===== config.mk =====
export PLATFORM = sky130hd
export DESIGN_NAME = sync_fifo_stat_flat
export DESIGN_NICKNAME = d
export VERILOG_FILES = /design/src/rtl/sync_fifo_stat_if.sv /design/src/rtl/sync_fifo_stat.sv /design/src/flat_wrapper.sv
export SDC_FILE = /design/constraint.sdc
export NUM_CORES = 1
export LEC_CHECK = 0
export BUFFER_PORTS_ARGS = -buffer_cell sky130_fd_sc_hd__clkbuf_2
export CORE_MARGIN = 4
export CORE_UTILIZATION = 40
export DETAILED_ROUTE_END_ITERATION = 10
export HOLD_SLACK_MARGIN = 0.05
export PLACE_DENSITY = 0.67
export SYNTH_ARGS = -nofsm -noshare
export SYNTH_HDL_FRONTEND = slang
export SYNTH_SLANG_ARGS = --single-unit

===== constraint.sdc =====
create_clock -name clk -period 7.6 [get_ports clk]
set_clock_uncertainty 0.05 [all_clocks]
set_input_delay 1.52 -clock clk [delete_from_list [all_inputs] [get_ports clk]]
set_output_delay 1.52 -clock clk [all_outputs]
set_load 0.03 [all_outputs]

===== src/rtl/sync_fifo_stat_if.sv =====
// Handshake and status bundle for sync_fifo_stat.
// master: the FIFO user (writer/reader); slave: the FIFO itself.
interface sync_fifo_stat_if #(
  parameter int WIDTH = 8,
  parameter int DEPTH = 16
);
  logic                     flush;
  logic                     winc;
  logic [WIDTH-1:0]         wdata;
  logic                     rinc;
  logic [WIDTH-1:0]         rdata;
  logic                     full;
  logic                     empty;
  logic                     almost_full;
  logic                     almost_empty;
  logic [$clog2(DEPTH):0]   count;
  logic                     clr_err;
  logic                     overflow;
  logic                     underflow;

  modport master (
    output flush, winc, wdata, rinc, clr_err,
    input  rdata, full, empty, almost_full, almost_empty, count, overflow, underflow
  );

  modport slave (
    input  flush, winc, wdata, rinc, clr_err,
    output rdata, full, empty, almost_full, almost_empty, count, overflow, underflow
  );
endinterface


===== src/rtl/sync_fifo_stat.sv =====
// Single-clock FIFO with occupancy count, almost-full/empty thresholds,
// optional first-word-fall-through read, synchronous flush and sticky
// overflow/underflow flags. Status flags are decoded from the registered
// count so they move on the same edge as count.
module sync_fifo_stat #(
  parameter int WIDTH         = 8,
  parameter int DEPTH         = 16,
  parameter int AFULL_THRESH  = DEPTH - 2,
  parameter int AEMPTY_THRESH = 2,
  parameter bit FWFT          = 1'b0
) (
  input logic             clk,
  input logic             rst_n,
  sync_fifo_stat_if.slave bus
);
  localparam int ADDR_W = $clog2(DEPTH);
  localparam logic [ADDR_W:0] DEPTH_C  = (ADDR_W+1)'(DEPTH);
  localparam logic [ADDR_W:0] AFULL_C  = (ADDR_W+1)'(AFULL_THRESH);
  localparam logic [ADDR_W:0] AEMPTY_C = (ADDR_W+1)'(AEMPTY_THRESH);

  logic [WIDTH-1:0]  mem [DEPTH];
  logic [ADDR_W-1:0] wptr;
  logic [ADDR_W-1:0] rptr;
  logic [ADDR_W:0]   count_q;
  logic              overflow_q;
  logic              underflow_q;

  logic full_c;
  logic empty_c;
  logic rd_ok;
  logic wr_ok;
  logic ovf_set;
  logic unf_set;

  // Accept/reject decode; flush swallows both requests without raising errors.
  // A write into a full FIFO is still accepted when a read frees the slot.
  always_comb begin
    full_c  = (count_q == DEPTH_C);
    empty_c = (count_q == '0);
    rd_ok   = bus.rinc & ~empty_c & ~bus.flush;
    wr_ok   = bus.winc & (~full_c | rd_ok) & ~bus.flush;
    ovf_set = bus.winc & full_c & ~rd_ok & ~bus.flush;
    unf_set = bus.rinc & empty_c & ~bus.flush;
  end

  // Pointer and occupancy registers.
  always_ff @(posedge clk) begin
    if (!rst_n) begin
      wptr    <= '0;
      rptr    <= '0;
      count_q <= '0;
    end else if (bus.flush) begin
      wptr    <= '0;
      rptr    <= '0;
      count_q <= '0;
    end else begin
      if (wr_ok) wptr <= wptr + 1'b1;
      if (rd_ok) rptr <= rptr + 1'b1;
      if (wr_ok && !rd_ok) begin
        count_q <= count_q + 1'b1;
      end else if (rd_ok && !wr_ok) begin
        count_q <= count_q - 1'b1;
      end
    end
  end

  // Sticky error flags; a new error in the clearing cycle wins over clr_err.
  always_ff @(posedge clk) begin
    if (!rst_n) begin
      overflow_q  <= 1'b0;
      underflow_q <= 1'b0;
    end else begin
      overflow_q  <= ovf_set | (overflow_q  & ~bus.clr_err);
      underflow_q <= unf_set | (underflow_q & ~bus.clr_err);
    end
  end

  // Storage write; contents survive reset and flush, only the pointers move.
  always_ff @(posedge clk) begin
    if (rst_n && wr_ok) begin
      mem[wptr] <= bus.wdata;
    end
  end

  generate
    if (FWFT) begin : g_fwft
      // Head word is presented directly; it is meaningful only while not empty.
      assign bus.rdata = mem[rptr];
    end else begin : g_std
      logic [WIDTH-1:0] rdata_q;

      // Registered read: the old head is captured even if the same slot is
      // being overwritten on this edge (full with simultaneous read+write).
      always_ff @(posedge clk) begin
        if (!rst_n) begin
          rdata_q <= '0;
        end else if (rd_ok) begin
          rdata_q <= mem[rptr];
        end
      end

      assign bus.rdata = rdata_q;
    end
  endgenerate

  assign bus.count        = count_q;
  assign bus.full         = full_c;
  assign bus.empty        = empty_c;
  assign bus.almost_full  = (count_q >= AFULL_C);
  assign bus.almost_empty = (count_q <= AEMPTY_C);
  assign bus.overflow     = overflow_q;
  assign bus.underflow    = underflow_q;
endmodule


===== src/flat_wrapper.sv =====
// flat-port wrapper written by rule: the top's interface ports become plain ports
module sync_fifo_stat_flat 
#(
  parameter int WIDTH         = 8,
  parameter int DEPTH         = 16,
  parameter int AFULL_THRESH  = DEPTH - 2,
  parameter int AEMPTY_THRESH = 2,
  parameter bit FWFT          = 1'b0
)
  (clk, rst_n, bus_flush, bus_winc, bus_wdata, bus_rinc, bus_clr_err, bus_rdata, bus_full, bus_empty, bus_almost_full, bus_almost_empty, bus_count, bus_overflow, bus_underflow);
  sync_fifo_stat_if #(.WIDTH(WIDTH), .DEPTH(DEPTH)) bus_i ();
  input logic clk;
  input logic rst_n;
  input wire logic [$bits(bus_i.flush)-1:0] bus_flush;
  input wire logic [$bits(bus_i.winc)-1:0] bus_winc;
  input wire logic [$bits(bus_i.wdata)-1:0] bus_wdata;
  input wire logic [$bits(bus_i.rinc)-1:0] bus_rinc;
  input wire logic [$bits(bus_i.clr_err)-1:0] bus_clr_err;
  output wire logic [$bits(bus_i.rdata)-1:0] bus_rdata;
  output wire logic [$bits(bus_i.full)-1:0] bus_full;
  output wire logic [$bits(bus_i.empty)-1:0] bus_empty;
  output wire logic [$bits(bus_i.almost_full)-1:0] bus_almost_full;
  output wire logic [$bits(bus_i.almost_empty)-1:0] bus_almost_empty;
  output wire logic [$bits(bus_i.count)-1:0] bus_count;
  output wire logic [$bits(bus_i.overflow)-1:0] bus_overflow;
  output wire logic [$bits(bus_i.underflow)-1:0] bus_underflow;
  assign bus_i.flush = bus_flush;
  assign bus_i.winc = bus_winc;
  assign bus_i.wdata = bus_wdata;
  assign bus_i.rinc = bus_rinc;
  assign bus_i.clr_err = bus_clr_err;
  assign bus_rdata = bus_i.rdata;
  assign bus_full = bus_i.full;
  assign bus_empty = bus_i.empty;
  assign bus_almost_full = bus_i.almost_full;
  assign bus_almost_empty = bus_i.almost_empty;
  assign bus_count = bus_i.count;
  assign bus_overflow = bus_i.overflow;
  assign bus_underflow = bus_i.underflow;
  sync_fifo_stat #(.WIDTH(WIDTH), .DEPTH(DEPTH), .AFULL_THRESH(AFULL_THRESH), .AEMPTY_THRESH(AEMPTY_THRESH), .FWFT(FWFT)) u_core (.clk(clk), .rst_n(rst_n), .bus(bus_i));
endmodule

==> metrics.md, run 1 <==
| Metric | Value |
|---|---|
| Status | `finished clean` |
| DRC Markers | `0` |
| Arr. time, crit path | `between 4000 and 5000 ps` |
| Top_reg_cell synth | `edfxtp_1` |
| Max-Slew Margin vs Limit | `42.4%` |
| Worst-margin pin slew | `between 800 and 900 ps` |
| RSZ-0062 raised after global routing | `false` |
| Row count | `between 40 and 50` |
| Share of cells above drive strength 1 | `between 10% and 20%` |
| Final TNS setup | `0 ps` |
| Hold WC Path Type | `register to register` |
| FMAX | `0.262 GHz` |
| Maximum vdd drop | `between 0.15 and 0.2 mV` |
| Endpoints failing setup | `0` |
| TritonCTS clock tree | `built` |
| Iteration-0 DRC Markers | `roughly 230` |
| Leakage power total | `~2.4 nW` |
| H-tree depth | `4` |
| DR WL/cell | `between 20 and 25 microns` |
| PwrDens | `approximately 280 nW/um^2` |
| # hold bufs at CTS | `0` |
| Total length of routed wires | `12.9 mm` |
| Max-slew violation count | `0` |
| Hold Crit Start | `u_core.bus.rdata[6]` |
| Core Region | `around 15,000 sq um` |
| Worst reg-to-reg setup slack | `between 4000 and 5000 ps` |
| CTS resizes | `0` |
| Overflow after GRT | `0` |
| Mapped Area | `just over 6000 sq um` |
| Number of global-route vias before repair | `about 3,400` |
| Asr flop ratio synth | `0%` |
| Synthesis Warnings | `0` |
| Syn Inst Count | `approximately 390` |
| Synth area leaders | `edfxtp_1 62%, dfxtp_1 7.4%, mux2i_1 6.3%, mux4_2 3.3%, mux4_1 2.5%` |
| Antenna Nets Post-Route | `0` |
| Vias | `between 3,000 and 4,000` |
| Sequential-to-total area share from yosys stat | `between 60% and 70%` |
| DRT Pass-1 Iters | `5` |
| TritonCTS buffer count | `17` |
| Num Clock Sinks | `between 150 and 200` |
| PortBufs | `32` |
| EDFF count, synth | `128` |
| Crit Path Max Fanout | `19` |
| Post-layout util | `47.4%` |
| Initial antenna violation count | `0` |
| I/O pin cnt | `33` |
| Unique masters post-synth | `44` |
| Clock Tree Buf Depth | `2` |
| Dpl hpwl | `approximately 8.1 mm` |
| Final hold viol count | `0` |
| Setup crit start | `bus_flush` |
| Syn_nets | `just over 400` |
| Area growth syn-to-layout | `16.4%` |
| Final Cycle Share | `between 50 and 60%` |
| GP Congestion | `0.788` |
| CTS root buffer | `clkbuf_16` |
| Top cell type's share of synthesized area | `between 60 and 70%` |
| CP Class | `input port to register` |
| Total Routing Usage GR | `about 15%` |
| Grt met2 use | `approximately a quarter` |
| Global-route wire length before repair | `20.2 mm` |
| Reg2reg start | `u_core.bus.count[4]` |
| Worst-skew pair later-pin latency | `roughly 430 ps` |
| Met3 usage | `~4.1%` |
| GR peak layer | `met2` |
| Full die area | `~18,000 sq um` |
| Antenna diodes | `0` |
| Critical Path RT | `just under 8000 ps` |
| MaxCap Viol Count | `0` |
| Post-synth top area cell | `edfxtp_1` |
| Commonest non-fill, non-tap cell in the layout | `edfxtp_1` |
| Met1 usage | `a little over a fifth` |
| Clock-pin slew on the worst setup and hold paths | `roughly 60 ps` |
| Vias per cell | `5.45` |
| Width of the chip | `approximately 130 microns` |
| CP Capture Type | `register` |
| Starting Density | `roughly two fifths` |
| Yosys reg bits | `about 150` |
| Post-CTS setup buffer count | `0` |
| Largest net degree at the start of global routing | `53` |
| Final min period | `3810 ps` |
| Most frequent cells in the layout | `128 x edfxtp_1, 39 x mux2i_1, 37 x nor2_1` |
| Crit start category | `input port` |
| Mapped Avg Cell Area | `16.1 sq um` |
| Die Span Y | `around 130 microns` |
| NumNets Final | `about 450` |
[power breakdown]
part | internal (mW) | leakage [nW] | switching [mW]
Combinational | 0.0299 | 0.697 | 0.0610
Sequential | 0.905 | 1.34 | 0.00858
Clock | 0.678 | 0.342 | 0.315
[cells by family after synthesis]
group	count (synthesis)	share of synthesized area [%]
flops	151	69.6
mux	54	12.1
buf+inv	27	2.61
xor+xnor	8	1.13
compound gates	57	5.88
simple gates	78	6.53
fa+ha+maj	10	2.14
[final timing paths]
path | to | cells after the start
max | u_core.bus.count[4] | 11
min | u_core.bus.rdata[6] | 2
max reg2reg | u_core.bus.count[4] | 10
min reg2reg | u_core.bus.rdata[6] | 2
[area by class of cell]
type / instances / area, sq um
clock buffer: 17 / 425
inverter: 8 / 30.0
fill: 1297 / 8000
tap: 188 / 235
sequential: 151 / 4310
clock inverter: 15 / 280
multi-input combinational: 207 / 1720
timing repair buffer: 38 / 205
[cells in the mapped netlist (all sizes together), types with 3 or more instances]
cell type and n:
a21oi 13, a31oi 10, and3 7, buf 9, clkbuf 10, dfxtp 23
edfxtp 128, ha 9, inv 8, mux2i 39, mux4 15, nand2 5
nand2b 5, nand3 8, nand3b 3, nor2 37, nor3 4, o21ai 8
o22ai 17, xnor2 6
[registers in the layout (all words and copies together), names as in the netlist]
signal,flops
u_core.bus.underflow,1
u_core.bus.count,5
u_core.rptr,4
u_core.wptr,4
u_core.mem,128
u_core.bus.overflow,1
u_core.bus.rdata,8
[per-layer routing]
layer	routed length, microns	share of wire (%)	vias to the layer above
li1	-	-	1581
met1	5770	45	1690
met2	6130	48	113
met3	747	5.8	17
met4	209	1.6	0
met5	0	0	-
[metrics by stage]
stage               hold WS [ps]  setup WS (ps)  instances  power, mW  instance area [sq um]
floorplan                    483           3890        385      0.989                   6190
global placement             501           3570        592       1.02                   6500
detailed placement           500           3400        592       1.02                   6500
CTS                          513           3830        624       2.01                   7200
global route                 537           3610        624       2.06                   7200
finish                       520           3790        624       2.00                   7200
[worst max-delay path: stages]
cell	delay (ps)
clkbuf_2	100
nand2b_1	230
a21oi_2	630
inv_1	100
ha_1	240
inv_1	160
ha_1	300
a21o_1	170
a21oi_1	210
mux2i_1	260
mux2i_1	190
Note: power is estimated with default switching activity, not from simulation.
==> inputs of run 2 (changes only) <==
clock period = 3.84 ns   (was 7.6 ns; I/O delays follow)
==> run 2 against run 1 <==
Against the previous run:
- non-clock buffer count is 2 higher
- power is 73% higher
- clock-buffer cell count is 10 higher
- die area stayed put
- design area is 2.4% lower
- register-to-register slack worse by 3500 ps
- utilization is 1.1 points lower
- setup slack worse by 2900 ps
- critical path depth stayed put
- global-route usage hardly changed
- critical endpoint unchanged
- largest cell class unchanged
==> metrics.md, run 2 (same netlist as run 1, synthesis figures left out) <==
| Metric | Value |
|---|---|
| FMAX | `0.343 GHz` |
| Commonest non-fill, non-tap cell in the layout | `edfxtp_1 (unchanged)` |
| Max-slew violation count | `0 (unchanged)` |
| Top reg by flops | `u_core.mem (unchanged)` |
| Overflow after GRT | `0 (unchanged)` |
| Clock-pin slew on the worst setup and hold paths | `60 ps (about the same)` |
| Most frequent cells in the layout | `128 x edfxtp_1, 39 x mux2i_1, 37 x nor2_1 (unchanged)` |
| CP top delay family | `adder cells (was compound AO/OA/AOI/OAI gates)` |
| Num Clock Sinks | `151 (unchanged)` |
| PortBufs | `32 (unchanged)` |
| Status | `finished clean (unchanged)` |
| Vias | `3,417 (was 3,401)` |
| CTS resizes | `0 (unchanged)` |
| Die Span Y | `132 microns (unchanged)` |
| Endpoints failing setup | `0 (unchanged)` |
| Arr. time, crit path | `3210 ps (was 4120 ps)` |
| Core Region | `15,200 sq um (unchanged)` |
| DRT Pass-1 Iters | `5 (unchanged)` |
| Fill cells | `1,286 (was 1,297)` |
| Post-CTS setup buffer count | `0 (unchanged)` |
| # hold bufs at CTS | `0 (unchanged)` |
| WP buf/inv | `3 (unchanged)` |
| Dpl hpwl | `8.23 mm (was 8.13 mm)` |
| NumNets Final | `449 (was 447)` |
| CP Cell Sequence | `nor4_4 > a21oi_2 > buf_4 > inv_1 > ha_1 > inv_1 > fa_1 > a21o_1 > a21oi_1 > mux2i_1 > mux2i_1 (was clkbuf_2 > nand2b_1 > a21oi_2 > inv_1 > ha_1 > inv_1 > ha_1 > a21o_1 > a21oi_1 > mux2i_1 > mux2i_1)` |
| Slowest cell delay on critical path | `510 ps (was 630 ps)` |
| H-tree depth | `4 (unchanged)` |
| Share of cells above drive strength 1 | `18.3% (was 20.0%)` |
| Total length of routed wires | `12.9 mm (about the same)` |
| Area growth syn-to-layout | `13.6% (was 16.4%)` |
| Max reg flops | `128 (unchanged)` |
| Antenna diodes | `0 (unchanged)` |
| TritonCTS clock tree | `built (unchanged)` |
| Vias per cell | `5.46 (was 5.45)` |
| RSZ-0062 raised after global routing | `false (unchanged)` |
| Crit Path Max Fanout | `19 (unchanged)` |
| Global-route wire length before repair | `20.3 mm (was 20.2 mm)` |
| Worst-margin pin slew | `972 ps (was 864 ps)` |
| GP Congestion | `0.780 (was 0.788)` |
| Placed insts | `594 (was 592)` |
| PwrDens | `491 nW/um^2 (was 277 nW/um^2)` |
| Reg area | `4310 sq um (unchanged)` |
| Row count | `45 (unchanged)` |
| Iteration-0 DRC Markers | `310 (was 233)` |
| Initial antenna violation count | `0 (unchanged)` |
| CP Class | `register to register (was input port to register)` |
| Final cell count without fillers | `626 (was 624)` |
| Critical Path RT | `4140 ps (was 7900 ps)` |
| Final min period | `~2900 ps` |
| Final TNS setup | `0 ps (unchanged)` |
| Met3 usage | `4.16% (was 4.08%)` |
| CTS root buffer | `clkbuf_16 (unchanged)` |
| Slowest CP cell | `nor4_4 (was a21oi_2)` |
| Final Cycle Share | `approximately three quarters` |
| Met1 usage | `21.4% (was 20.9%)` |
| Max-Slew Margin vs Limit | `35.2% (was 42.4%)` |
| DRC Markers | `0 (unchanged)` |
| GR peak layer | `met2 (unchanged)` |
| Crit start category | `register (was input port)` |
| Antenna Nets Post-Route | `0 (unchanged)` |
| MaxCap Viol Count | `0 (unchanged)` |
| Maximum vdd drop | `0.342 mV (was 0.165 mV)` |
| Clock Tree Buf Depth | `2 (unchanged)` |
| Largest net degree at the start of global routing | `35 (was 53)` |
| Total Routing Usage GR | `15.4% (about the same)` |
| Number of global-route vias before repair | `3,479 (was 3,440)` |
| Full die area | `17,500 sq um (unchanged)` |
| TritonCTS buffer count | `17 (unchanged)` |
| Hold WC Path Type | `register to register (unchanged)` |
| Width of the chip | `132 microns (unchanged)` |
| I/O pin cnt | `33 (unchanged)` |
| Worst-skew pair later-pin latency | `410 ps (was 430 ps)` |
| DR WL/cell | `20.6 microns (about the same)` |
| Starting Density | `40.7% (unchanged)` |
| Leakage power total | `2.30 nW (was 2.38 nW)` |
| Power, Total | `3.45 mW (was 2.00 mW)` |
| CP Capture Type | `register (unchanged)` |
| Final hold viol count | `0 (unchanged)` |
| Grt met2 use | `23.5% (was 24.0%)` |
| Multi-input gate area | `1720 sq um (unchanged)` |
## run 2: changes by cell type in the layout (fill, tap and decap cells not counted), moves of 2 or more
cell       before  now
bufinv_16       8    0
buf_4           6    8
clkbuf_1        0    7
clkinv_2        5    2
clkbuf_8        0    3
clkinv_1        0    2
## run 2: cell type report
type | count | share of cell area (%)
Inverter | 8 | 0.427
Clock buffer | 27 | 7.01
Sequential cell | 151 | 61.2
Tap cell | 188 | 3.35
Multi-Input combinational cell | 207 | 24.5
Timing Repair Buffer | 40 | 3.13
Clock inverter | 5 | 0.356
## run 2: report_power, final
part | switching, mW | internal [mW]
logic | 0.120 | 0.0598
clock network | 0.594 | 0.871
registers | 0.0166 | 1.79
## run 2: path summary, 6_finish.rpt
check	start	to	slack (ps)	cells after the start
max	u_core.bus.count[0]	u_core.bus.count[4]	930	11
min reg2reg	u_core.bus.rdata[1]	u_core.bus.rdata[1]	510	2
min	u_core.bus.rdata[1]	u_core.bus.rdata[1]	510	2
max reg2reg	u_core.bus.count[0]	u_core.bus.count[4]	930	11
## run 2: per-stage QoR
| step | area, sq um | hold slack [ps] | utilization, % | setup WS, ps |
|---|---|---|---|---|
| floorplan | 6190 | 483 | - | 886 |
| global placement | 6510 | 490 | 42.8 | 875 |
| detailed placement | 6510 | 497 | 42.8 | 740 |
| CTS | 7030 | 509 | 46.2 | 929 |
| global route | 7030 | 536 | 46.2 | 757 |
| finish | 7030 | 511 | 46.2 | 928 |
## run 2: worst min-delay path: cells and delay by family, from the launching register on
family	cells	cell delay, ps
flip-flops	1	310
AO/OA/AOI/OAI	2	200
## run 2: metal layers
layer,wire [microns],vias up
met1,5890,1721
met3,841,8
li1,-,1579
met2,6020,109
met5,0,-
met4,135,0
